**src/rtl/booth_control_if.sv**
```systemverilog
// Operand/result bundle between the input reader, the Booth sequencer and the display stage.
interface booth_control_if #(
  parameter int N = 8
);
  logic           start;
  logic [N-1:0]   multiplicador;
  logic [N-1:0]   multiplicando;
  logic [2*N-1:0] producto;
  logic           listo;
  logic           ocupado;
  logic [2:0]     estado;

  modport master (
    output start, multiplicador, multiplicando,
    input  producto, listo, ocupado, estado
  );

  modport slave (
    input  start, multiplicador, multiplicando,
    output producto, listo, ocupado, estado
  );
endinterface

```
**src/rtl/booth_control.sv**
```systemverilog
// Signed radix-2 Booth multiplier sequencer: one operation per start press,
// N eval/shift iterations, sticky done flag and registered 2N-bit product.
module booth_control #(
  parameter int N = 8
) (
  input  logic          CLK100MHZ,
  input  logic          reset,
  booth_control_if.slave bus
);
  localparam int CW = ($clog2(N) < 1) ? 1 : $clog2(N);

  typedef enum logic [2:0] {
    IDLE  = 3'd0,
    LOAD  = 3'd1,
    EVAL  = 3'd2,
    SHIFT = 3'd3,
    DONE  = 3'd4
  } state_t;

  state_t         state_q, state_d;
  logic [N:0]     a_q, a_d;
  logic [N-1:0]   q_q, q_d;
  logic           q1_q, q1_d;
  logic [N-1:0]   m_q, m_d;
  logic [CW-1:0]  cnt_q, cnt_d;
  logic [2*N-1:0] prod_q, prod_d;
  logic           listo_q, listo_d;
  logic           start_q;
  logic           rise;
  logic [N:0]     m_ext;

  assign rise  = bus.start & ~start_q;
  assign m_ext = {m_q[N-1], m_q};

  always_ff @(posedge CLK100MHZ or negedge reset) begin
    if (!reset) begin
      state_q <= IDLE;
      a_q     <= '0;
      q_q     <= '0;
      q1_q    <= 1'b0;
      m_q     <= '0;
      cnt_q   <= '0;
      prod_q  <= '0;
      listo_q <= 1'b0;
      // Preset high so a button already pressed at reset release is not a rise.
      start_q <= 1'b1;
    end else begin
      state_q <= state_d;
      a_q     <= a_d;
      q_q     <= q_d;
      q1_q    <= q1_d;
      m_q     <= m_d;
      cnt_q   <= cnt_d;
      prod_q  <= prod_d;
      listo_q <= listo_d;
      start_q <= bus.start;
    end
  end

  always_comb begin
    state_d = state_q;
    a_d     = a_q;
    q_d     = q_q;
    q1_d    = q1_q;
    m_d     = m_q;
    cnt_d   = cnt_q;
    prod_d  = prod_q;
    listo_d = listo_q;
    unique case (state_q)
      IDLE: if (rise) state_d = LOAD;
      LOAD: begin
        m_d     = bus.multiplicando;
        q_d     = bus.multiplicador;
        a_d     = '0;
        q1_d    = 1'b0;
        cnt_d   = '0;
        listo_d = 1'b0;
        state_d = EVAL;
      end
      EVAL: begin
        case ({q_q[0], q1_q})
          2'b01:   a_d = a_q + m_ext;
          2'b10:   a_d = a_q - m_ext;
          default: a_d = a_q;
        endcase
        state_d = SHIFT;
      end
      SHIFT: begin
        {a_d, q_d, q1_d} = {a_q[N], a_q, q_q};
        cnt_d   = cnt_q + 1'b1;
        state_d = (cnt_q == CW'(N-1)) ? DONE : EVAL;
      end
      DONE: begin
        prod_d  = {a_q[N-1:0], q_q};
        listo_d = 1'b1;
        state_d = IDLE;
      end
      default: state_d = IDLE;
    endcase
  end

  assign bus.producto = prod_q;
  assign bus.listo    = listo_q;
  assign bus.ocupado  = (state_q != IDLE);
  assign bus.estado   = state_q;
endmodule
```
**src/flat_wrapper.sv**
```systemverilog
// flat-port wrapper written by rule: the top's interface ports become plain ports
module booth_control_flat 
#(
  parameter int N = 8
)
  (CLK100MHZ, reset, bus_start, bus_multiplicador, bus_multiplicando, bus_producto, bus_listo, bus_ocupado, bus_estado);
  booth_control_if #(.N(N)) bus_i ();
  input  logic CLK100MHZ;
  input  logic reset;
  input wire logic [$bits(bus_i.start)-1:0] bus_start;
  input wire logic [$bits(bus_i.multiplicador)-1:0] bus_multiplicador;
  input wire logic [$bits(bus_i.multiplicando)-1:0] bus_multiplicando;
  output wire logic [$bits(bus_i.producto)-1:0] bus_producto;
  output wire logic [$bits(bus_i.listo)-1:0] bus_listo;
  output wire logic [$bits(bus_i.ocupado)-1:0] bus_ocupado;
  output wire logic [$bits(bus_i.estado)-1:0] bus_estado;
  assign bus_i.start = bus_start;
  assign bus_i.multiplicador = bus_multiplicador;
  assign bus_i.multiplicando = bus_multiplicando;
  assign bus_producto = bus_i.producto;
  assign bus_listo = bus_i.listo;
  assign bus_ocupado = bus_i.ocupado;
  assign bus_estado = bus_i.estado;
  booth_control #(.N(N)) u_core (.CLK100MHZ(CLK100MHZ), .reset(reset), .bus(bus_i));
endmodule
```
**config.mk**
```make
export PLATFORM = sky130hd
export DESIGN_NAME = booth_control_flat
export DESIGN_NICKNAME = d
export VERILOG_FILES = /design/src/rtl/booth_control_if.sv /design/src/rtl/booth_control.sv /design/src/flat_wrapper.sv
export SDC_FILE = /design/constraint.sdc
export NUM_CORES = 1
export LEC_CHECK = 0
export CORE_AREA = 10 10 81 83
export DETAILED_ROUTE_END_ITERATION = 6
export DIE_AREA = 0 0 91 93
export HOLD_SLACK_MARGIN = 0.02
export PLACE_DENSITY = 0.8
export REMOVE_ABC_BUFFERS = 1
export SLEW_MARGIN = 10
export SYNTH_ARGS = -nofsm -noshare
export SYNTH_HDL_FRONTEND = slang
export SYNTH_SLANG_ARGS = --single-unit
```
**constraint.sdc**
```tcl
create_clock -name CLK100MHZ -period 3.5 [get_ports CLK100MHZ]
set_clock_uncertainty 0.1 [all_clocks]
set_input_delay 0.7 -clock CLK100MHZ [delete_from_list [all_inputs] [get_ports CLK100MHZ]]
set_output_delay 0.7 -clock CLK100MHZ [all_outputs]
set_load 0.05 [all_outputs]
```
==> metrics.txt <==
largest family of logic cells by synthesized area compound AO/OA/AOI/OAI gates; overall power 3.27 mW; Worst setup startpoint u_core.q_q[0]; die area 0.00846 mm^2; Crit. End Element flip-flop; detailed placement HPWL 3.88 mm; CP max FO 9; post-synth top area share 47.0%; Setup-failing EPs final 0; post-CTS setup buffers 0; mux cell area share after synthesis 13.0%; GPL Wtd Cong 0.868; Post-synth top cells dfrtp_1, o21ai_0, nor2_1; CP endpoint u_core.a_q[8]; RR Startpoint u_core.q_q[0]; clock sinks 50; initial antenna violation count 0; clock tree from TritonCTS built; Synth Area in Simple Gates 12.0%; Async SR Flop Fraction 100%; Global Route Usage Sum 12.7%; internal power 1.75 mW; Psw 1.52 mW; Die Ht 93 um; drt pass-1 iters 4; r2r setup slk 0.70 ns; count leader, synth dfrtp_1; clock tree buffer depth 2; Setup Total Neg Slack 0 ns; syn avg cell area 10.7 um^2; Static Leakage 1.42 nW; Area Growth Syn to Fin 19.4%; DRC Markers 0; Max Slew Vio Count 0; maximum VDD drop 0.460 mV; switching share of power 46.4%; synth top area cells dfrtp_1, mux2_2, ha_1; IO buf count 39; diode count 0; Relative slew margins 27.5%; clock share of power 10.4%; status complete, no violations; hold_ws 0.411 ns; CTS resizes 0; Routed Antenna Nets 0; DR vias/cell 5.40; gr ovfl total 0; post-layout net count 314; number of synthesized flops with an enable pin 0; Worst setup SP type flip-flop; crit share post-route 80.1%; Root Driver clkbuf_8; core area 0.00501 mm^2; setup ws final 0.696 ns; vias in the first global route 1988; pre-CTS WS 0.710 ns; hold_buf cts 0; CTS clk-pin slew, worst paths 0.09 ns; Cells after Synth 245; final wirelength 5.26 mm; Starting Density 52.1%; CTS H-tree depth 2; flops & latches, synth 50; Critical Path RT 3.60 ns; RSZ-0062 raised after global routing no; Synth Area in Compound Gates 14.0%; min cycle time layout 2.80 ns; Ports 40; Data arrival, critical path 2.91 ns; max frequency 357 MHz; die width 91 um; later-pin clock latency in the skew report 0.31 ns; Via Count 1913; Final Core Density 62.2%; R2R cell count 10; max cap viols 0; Iter 0 DRT Violations 106; combinational fraction of design power 59.6%; first-pass GRT wire length 9.01 mm; post-synthesis sequential area ratio 48.0%; Core Rows 26; Setup Crit Path Kind reg -> reg; Synth Area in XOR/XNOR 2.68%; CTS Buf Count 5; final number of hold-violating endpoints 0; HP Class reg -> reg; share of cells above drive strength 1 14.4%; Netlist cell types 42; RR Endpoint u_core.a_q[8]; synth warn 0; Synth area leader dfrtp_1; Reg power frac 30.0%; main flop type after synthesis dfrtp_1; Pwr Density 1050 mW/mm^2; Synth Area in Adders 6.04%; Mapped Area 0.00261 mm^2; largest net degree at the start of global routing 51; Least-Margin Pin Slew 1.09 ns; routed len/inst 14.8 um
-- cell usage in the layout (no fill, tap or decap), drive strengths merged, types with 4 or more instances in the layout --
cell,count
xnor2,7
a22o,4
mux2,23
nor3,6
nand2b,4
nand2,19
nor2,24
clkbuf,5
clkdlybuf4s50,38
o21ai,26
mux2i,8
dfrtp,49
a21oi,15
inv,11
ha,11
-- power groups by stage --
stage	Sequential (mW)	Combinational (mW)	Clock [mW]
2_1_floorplan	1.11	1.36	0
4_1_cts	0.985	1.96	0.351
3_5_place_dp	0.995	1.95	0
6_report	0.981	1.95	0.341
3_3_place_gp	0.985	1.90	0
5_1_grt	1.02	2.22	0.373
-- sequential cells by signal (all words and copies together), names as in the netlist --
register,count
u_core.bus.producto,16
u_core.a_q,9
u_core.m_q,8
u_core.q_q,8
u_core.bus.estado,3
u_core.cnt_q,3
u_core.bus.listo,1
u_core.q1_q,1
u_core.start_q,1
-- per-layer routing --
layer	vias to the layer above	share of wire (%)	wire length [um]	GRT usage (%)
met5	-	0	0	0
met4	0	1.4	73	3.92
met3	10	6.5	340	5.04
met2	38	49	2600	22.1
met1	926	43	2240	14.1
li1	939	-	-	-
-- layout make-up --
class | count | area (um^2)
Inverter | 11 | 41.3
Fill cell | 442 | 1890
Tap cell | 70 | 87.6
Timing Repair Buffer | 41 | 400
Sequential cell | 50 | 1250
Multi-Input combinational cell | 174 | 1240
Clock inverter | 3 | 21.3
Clock buffer | 5 | 68.8
-- worst max-delay path: stages, from the launching register on --
cell      delay (ns)
dfrtp_1         0.42
nor2b_1         0.15
buf_4           0.16
mux2_2          0.36
fa_1            0.43
nand2b_1        0.18
a21oi_1         0.26
o21ai_0         0.17
xnor2_1         0.19
o21ai_1         0.09
a22o_2          0.20
-- per-stage QoR --
step                area (um^2)  instances
CTS                        3120        354
finish                     3120        354
global placement           3030        346
global route               3120        354
detailed placement         3030        346
floorplan                  2540        235
-- worst min path at each step --
| stage | start | end | slack, ns | depth (start not counted) |
|---|---|---|---|---|
| 2_1_floorplan | reset | u_core.a_q[0] | 0.30 | 0 |
| 3_3_place_gp | u_core.q_q[1] | u_core.q_q[1] | 0.39 | 2 |
| 3_5_place_dp | u_core.bus.producto[11] | u_core.bus.producto[11] | 0.39 | 1 |
| 4_1_cts | u_core.bus.producto[11] | u_core.bus.producto[11] | 0.42 | 1 |
| 5_1_grt | u_core.bus.producto[11] | u_core.bus.producto[11] | 0.43 | 1 |
| 6_report | u_core.bus.producto[14] | u_core.bus.producto[14] | 0.41 | 1 |
-- cells by family after synthesis --
| logic type | count (synthesis) |
|---|---|
| muxes | 31 |
| adders and majority gates | 12 |
| xor gates and xnor gates | 8 |
| AOI/OAI and AO/OA | 60 |
| and+or+nand+nor | 63 |
| DFF | 50 |
| buffers and inverters | 21 |
Power figures use the tool's default switching activity.
